===== config.mk =====
export PLATFORM = sky130hd
export DESIGN_NAME = hsync_timing_gen
export DESIGN_NICKNAME = d
export VERILOG_FILES = /design/src/rtl/video_timing_pkg.sv /design/src/rtl/line_counter.sv /design/src/rtl/hsync_timing_gen.sv
export SDC_FILE = /design/constraint.sdc
export NUM_CORES = 1
export LEC_CHECK = 0
export ABC_AREA = 1
export CAP_MARGIN = 10
export CORE_MARGIN = 5
export CORE_UTILIZATION = 54
export CTS_CLUSTER_SIZE = 40
export DETAILED_ROUTE_END_ITERATION = 7
export PLACE_DENSITY_LB_ADDON = 0.15
export SYNTH_ARGS = -nofsm -noshare
export SYNTH_HDL_FRONTEND = slang
export SYNTH_HIERARCHICAL = 1
export SYNTH_SLANG_ARGS = --single-unit

===== constraint.sdc =====
create_clock -name pixelClock -period 2.1 [get_ports pixelClock]
set_clock_uncertainty 0.1 [all_clocks]
set_input_delay 0.21 -clock pixelClock [delete_from_list [all_inputs] [get_ports pixelClock]]
set_output_delay 0.21 -clock pixelClock [all_outputs]
set_load 0.02 [all_outputs]

===== src/rtl/video_timing_pkg.sv =====
// rtl/video_timing_pkg.sv - shared video timing states, 1080p60 constants and helpers
//
// Contents:
//   h_state_t / ST_*   : horizontal (and reusable vertical) segment state encoding
//   *_1080P            : 1920x1080p60 horizontal and vertical timing constants
//   h_total()          : total clocks per line from the four segment lengths

package video_timing_pkg;

    typedef logic [2:0] h_state_t;

    localparam h_state_t ST_IDLE   = 3'd0;
    localparam h_state_t ST_ACTIVE = 3'd1;
    localparam h_state_t ST_FRONT  = 3'd2;
    localparam h_state_t ST_SYNC   = 3'd3;
    localparam h_state_t ST_BACK   = 3'd4;

    localparam int H_ACTIVE_1080P      = 1920;
    localparam int H_FRONT_PORCH_1080P = 88;
    localparam int H_SYNC_WIDTH_1080P  = 44;
    localparam int H_BACK_PORCH_1080P  = 148;
    localparam int V_ACTIVE_1080P      = 1080;
    localparam int V_TOTAL_1080P       = 1125;

    function automatic int h_total(input int active, input int fp, input int sync, input int bp);
        return active + fp + sync + bp;
    endfunction

endpackage


===== src/rtl/line_counter.sv =====
// rtl/line_counter.sv - line index counter advanced by the end-of-line strobe, wraps at vTotal
//
// Ports:
//   clk_i        : pixel clock
//   reset_n_i    : synchronous active-low reset
//   clear_i      : synchronous clear (generator going idle)
//   line_end_i   : one-cycle end-of-line strobe; count advances on the edge where it is high
//   count_o      : current line index 0..vTotal-1

module line_counter #(
    parameter int busWidth = 12,
    parameter int vTotal   = 1125
) (
    input  logic                clk_i,
    input  logic                reset_n_i,
    input  logic                clear_i,
    input  logic                line_end_i,
    output logic [busWidth-1:0] count_o
);

    localparam logic [busWidth-1:0] LAST_LINE = busWidth'(vTotal - 1);

    if (vTotal < 1 || longint'(vTotal - 1) > ((longint'(1) << busWidth) - 1)) begin : g_param_err
        $error("line_counter: vTotal must be >= 1 and vTotal-1 must fit in busWidth bits");
    end

    logic [busWidth-1:0] count_q;
    logic [busWidth-1:0] count_d;

    always_comb begin
        count_d = count_q;
        if (clear_i) begin
            count_d = '0;
        end else if (line_end_i) begin
            count_d = (count_q == LAST_LINE) ? '0 : count_q + busWidth'(1);
        end
    end

    always_ff @(posedge clk_i) begin
        if (!reset_n_i) begin
            count_q <= '0;
        end else begin
            count_q <= count_d;
        end
    end

    assign count_o = count_q;

endmodule


===== src/rtl/hsync_timing_gen.sv =====
// rtl/hsync_timing_gen.sv - horizontal video timing generator (ACTIVE/FRONT/SYNC/BACK per line)
//
// Optional feature macro: HSYNC_LINE_COUNT_EN (adds parameter vTotal and output lineCount).
//
// Ports:
//   pixelClock   : pixel clock, all logic on its rising edge
//   reset_n      : synchronous active-low reset
//   enable       : run request; low returns the generator to IDLE
//   hSyncPulse   : horizontal sync, equals syncPolarity during SYNC
//   hActiveVideo : high during ACTIVE
//   hPixelCount  : pixel index within ACTIVE, 0 elsewhere
//   lineEnd      : one-cycle strobe on the last clock of BACK
//   lineCount    : (HSYNC_LINE_COUNT_EN only) line index, wraps at vTotal

module hsync_timing_gen
    import video_timing_pkg::*;
#(
    parameter int   busWidth     = 12,
    parameter int   hActive      = H_ACTIVE_1080P,
    parameter int   hFrontPorch  = H_FRONT_PORCH_1080P,
    parameter int   hSyncWidth   = H_SYNC_WIDTH_1080P,
    parameter int   hBackPorch   = H_BACK_PORCH_1080P,
    parameter logic syncPolarity = 1'b1
`ifdef HSYNC_LINE_COUNT_EN
    ,
    parameter int   vTotal       = V_TOTAL_1080P
`endif
) (
    input  logic                pixelClock,
    input  logic                reset_n,
    input  logic                enable,
    output logic                hSyncPulse,
    output logic                hActiveVideo,
    output logic [busWidth-1:0] hPixelCount,
    output logic                lineEnd
`ifdef HSYNC_LINE_COUNT_EN
    ,
    output logic [busWidth-1:0] lineCount
`endif
);

    localparam int H_TOTAL = h_total(hActive, hFrontPorch, hSyncWidth, hBackPorch);

    localparam logic [busWidth-1:0] ACT_LAST   = busWidth'(hActive - 1);
    localparam logic [busWidth-1:0] FRONT_LAST = busWidth'(hFrontPorch - 1);
    localparam logic [busWidth-1:0] SYNC_LAST  = busWidth'(hSyncWidth - 1);
    localparam logic [busWidth-1:0] BACK_LAST  = busWidth'(hBackPorch - 1);

    if (hActive < 1 || hFrontPorch < 1 || hSyncWidth < 1 || hBackPorch < 1) begin : g_seg_err
        $error("hsync_timing_gen: hActive, hFrontPorch, hSyncWidth and hBackPorch must all be >= 1");
    end

    if (longint'(H_TOTAL - 1) > ((longint'(1) << busWidth) - 1)) begin : g_width_err
        $error("hsync_timing_gen: busWidth too small to hold hTotal-1");
    end

    h_state_t            state_q;
    h_state_t            state_d;
    logic [busWidth-1:0] seg_q;
    logic [busWidth-1:0] seg_d;

    logic                hsync_q;
    logic                active_q;
    logic [busWidth-1:0] pixel_q;
    logic                line_end_q;

    // Next state and segment count. Every state entry restarts seg_d at 0;
    // otherwise the count advances by one within the segment.
    always_comb begin
        state_d = state_q;
        seg_d   = seg_q + busWidth'(1);
        if (!enable) begin
            state_d = ST_IDLE;
            seg_d   = '0;
        end else begin
            case (state_q)
                ST_IDLE: begin
                    state_d = ST_ACTIVE;
                    seg_d   = '0;
                end
                ST_ACTIVE: begin
                    if (seg_q == ACT_LAST) begin
                        state_d = ST_FRONT;
                        seg_d   = '0;
                    end
                end
                ST_FRONT: begin
                    if (seg_q == FRONT_LAST) begin
                        state_d = ST_SYNC;
                        seg_d   = '0;
                    end
                end
                ST_SYNC: begin
                    if (seg_q == SYNC_LAST) begin
                        state_d = ST_BACK;
                        seg_d   = '0;
                    end
                end
                ST_BACK: begin
                    if (seg_q == BACK_LAST) begin
                        state_d = ST_ACTIVE;
                        seg_d   = '0;
                    end
                end
                default: begin
                    state_d = ST_IDLE;
                    seg_d   = '0;
                end
            endcase
        end
    end

    // Outputs are decoded from the next state so the registered outputs land
    // on the same edge as the state they describe.
    always_ff @(posedge pixelClock) begin
        if (!reset_n) begin
            state_q    <= ST_IDLE;
            seg_q      <= '0;
            hsync_q    <= ~syncPolarity;
            active_q   <= 1'b0;
            pixel_q    <= '0;
            line_end_q <= 1'b0;
        end else begin
            state_q    <= state_d;
            seg_q      <= seg_d;
            hsync_q    <= (state_d == ST_SYNC) ? syncPolarity : ~syncPolarity;
            active_q   <= (state_d == ST_ACTIVE);
            pixel_q    <= (state_d == ST_ACTIVE) ? seg_d : '0;
            line_end_q <= (state_d == ST_BACK) && (seg_d == BACK_LAST);
        end
    end

    assign hSyncPulse   = hsync_q;
    assign hActiveVideo = active_q;
    assign hPixelCount  = pixel_q;
    assign lineEnd      = line_end_q;

`ifdef HSYNC_LINE_COUNT_EN
    line_counter #(
        .busWidth (busWidth),
        .vTotal   (vTotal)
    ) u_line_counter (
        .clk_i      (pixelClock),
        .reset_n_i  (reset_n),
        .clear_i    (state_d == ST_IDLE),
        .line_end_i (line_end_q),
        .count_o    (lineCount)
    );
`endif

endmodule

==> results.sh <==
export IMPL_drive_gt1_share_pct=15.1
export IMPL_routabilityCongestion=0.991
export IMPL_routed_via_density=5.27
export IMPL_fin_crit_ns=1.96
export IMPL_die_y_um=62.6
export IMPL_rrSetupSlack_ns=0.14
export IMPL_power_leakage_uw=0.000732
export IMPL_postSynthCellCount=216
export IMPL_antenna_cells=0
export IMPL_grt_pass1_wl_um=6150
export IMPL_endpoint_kind="register"
export IMPL_layout_commonest_cell="nand2_1"
export IMPL_outcome="completed"
export IMPL_start_util_pct=55.1
export IMPL_tightest_slew_ns=0.348
export IMPL_synth_avg_cell_area_sq_um=6.91
export IMPL_max_stage_delay_ns=0.39
export IMPL_seq_power_share_pct=61.9
export IMPL_drc_errors=0
export IMPL_power_internal_uw=711
export IMPL_maxCapViolCount=0
export IMPL_slew_violations=0
export IMPL_cts_num_sinks=30
export IMPL_dpl_cell_area_sq_mm=0.00168
export IMPL_power_frac_comb_pct=4.8
export IMPL_yosysUniqueCellTypes=22
export IMPL_cts_htree_levels=2
export IMPL_hold_class="in2reg"
export IMPL_overflow=0
export IMPL_drtPass1Iterations=5
export IMPL_synth_nets=221
export IMPL_yosysWarningCount=6
export IMPL_rsz0062_at_grt="false"
export IMPL_slowest_stage="dfxtp_1"
export IMPL_max_vdd_ir_drop_v=0.000468
export IMPL_dp_hpwl_um=2710
export IMPL_period_share_pct=93.3
export IMPL_max_clock_freq_mhz=510
export IMPL_clk_latency_ns=0.33
export IMPL_io_pins=18
export IMPL_final_nets=243
export IMPL_setup_viol=0
export IMPL_syn_to_final_growth_pct=16.3
export IMPL_synth_seq_cells=30
export IMPL_ant_nets=0
export IMPL_grt_pass1_vias=1427
export IMPL_critical_path_buf_inv_count=0
export IMPL_antenna_found_initial=0
export IMPL_crit_arrival_ns=2.09
export IMPL_routed_wl_um=3440
export IMPL_synth_area_sq_mm=0.00149
export IMPL_cts_root_buffer="clkbuf_4"
export IMPL_max_slew_margin_rel_pct=76.5
export IMPL_p_per_area_mw_per_mm2=533
export IMPL_core_region_area_sq_mm=0.00271
export IMPL_crit_family="simple AND/OR/NAND/NOR gates"
export IMPL_cts_tree="built"
export IMPL_cp_max_fo=5
export IMPL_crit_required_ns=2.23
export IMPL_post_cts_repair_setup_buffers=0
export IMPL_crit_chain="ha_1 -> nand2_2 -> nor2_1 -> nand3_1 -> nand2_1 -> nand2_1 -> o21ai_0 -> nor2_1 -> nand2_1 -> nor2_1"
export IMPL_track_usage_pct=19.1
export IMPL_layout_common_cells="nand2_1 (50), nor2_1 (39), dfxtp_1 (30)"
export IMPL_final_area_sq_mm=0.00174
export IMPL_numPortBuffers=17
export IMPL_synth_seq_area_share_pct=40.2
export IMPL_die_area_sq_mm=0.00392
export IMPL_p_sw_uw=214
export IMPL_finalHoldViolations=0
export IMPL_vias=1417
export IMPL_avgRoutedWirePerCell_um=12.8
export IMPL_grt_max_degree=14
export IMPL_start_kind="register"
export IMPL_clockBufferDepth=2
export IMPL_sw_frac_of_total_pct=23.1
export IMPL_die_width_um=62.6
export IMPL_power_share_clock_pct=33.3
export IMPL_rows=19
export IMPL_cts_clk_slew_worst_paths_ns=0.09
export IMPL_cts_made_buffers=5
export IMPL_drt_iter0_drc=66
export IMPL_fin_tns_setup_ns=0
export IMPL_critPathKind="reg2reg"
final timing paths:
check,to,start,cells after the start
worst max register to register,lineEnd$_SDFF_PN0_,seg_q[0]$_SDFF_PN0_,10
worst min-delay path,seg_q[1]$_SDFF_PN0_,enable,3
worst min register to register,hPixelCount[11]$_SDFF_PN0_,seg_q[11]$_SDFF_PN0_,4
worst max-delay path,lineEnd$_SDFF_PN0_,seg_q[0]$_SDFF_PN0_,10
power groups by stage:
stage	logic (uW)	registers [uW]	clock network (uW)
2_1_floorplan	27.8	587	0
3_3_place_gp	42.9	586	0
3_5_place_dp	43.2	586	0
4_1_cts	43.2	572	312
5_1_grt	48.9	573	346
6_report	44.1	572	308
kinds of logic (layout without fill, tap and decap cells):
group                      Yosys count  count (layout)  synth area share (%)
DFF                                 30              30                  40.2
AOI/OAI and AO/OA                    3               3                  1.01
adders and majority gates            2               2                  1.68
xor gates and xnor gates             2               2                  1.17
buffers and inverters               32              54                  9.14
and+or+nand+nor                    147             147                  46.8
worst min-delay path: stages:
cell	delay, ns
clkdlybuf4s50_1	0.49
nand3_1	0.14
nor2_1	0.04
flip-flops by register name (all words and copies together) (netlist names):
signal and cells:
lineEnd 1, hSyncPulse 1, seg_q 12, hActiveVideo 1, state_q 3, hPixelCount 12
final cells by class:
type                    instances  area, sq um
inverters                      29          110
fillers                       257          975
repair buffers                 18          178
well taps                      31         38.8
multi-input cells             154          763
flip-flops and latches         30          601
clock buffers                   7         45.0
what timing repair did:
item,4_1_cts,5_1_grt
gates resized for setup,0,2
hold buffers,0,0
endpoints found under the setup margin,0,14
cell usage after synthesis, drive strengths merged:
library cell	count	share of area [%]
buf	2	1.5
clkinv	2	0.59
dfxtp	30	40
or2	2	0.84
xor2	2	1.2
o21ai	3	1.0
ha	2	1.7
nor3	6	3.1
nor2	55	17
clkbuf	1	0.25
nand4	6	2.5
nand3	24	8.7
inv	27	6.8
nand2	54	14
routing by layer:
metal,wire length [um],GRT usage [%],share of wire (%),up-vias
li1,-,-,-,713
met1,1450,22.9,42,631
met2,1560,29.7,45,62
met3,315,6.83,9.2,11
met4,112,10.3,3.3,0
met5,0,0,0,-
metrics by stage:
stage	utilization, %	cells	power (uW)	setup WS [ns]	hold WS (ns)
2_1_floorplan	-	216	615	0.441	0.271
5_1_grt	64.0	269	968	0.00471	0.521
4_1_cts	63.8	269	927	0.0808	0.502
3_5_place_dp	62.1	262	629	0.0953	0.544
3_3_place_gp	62.1	262	628	0.121	0.554
6_report	64.0	269	924	0.140	0.495
Note: power is estimated with default switching activity, not from simulation.
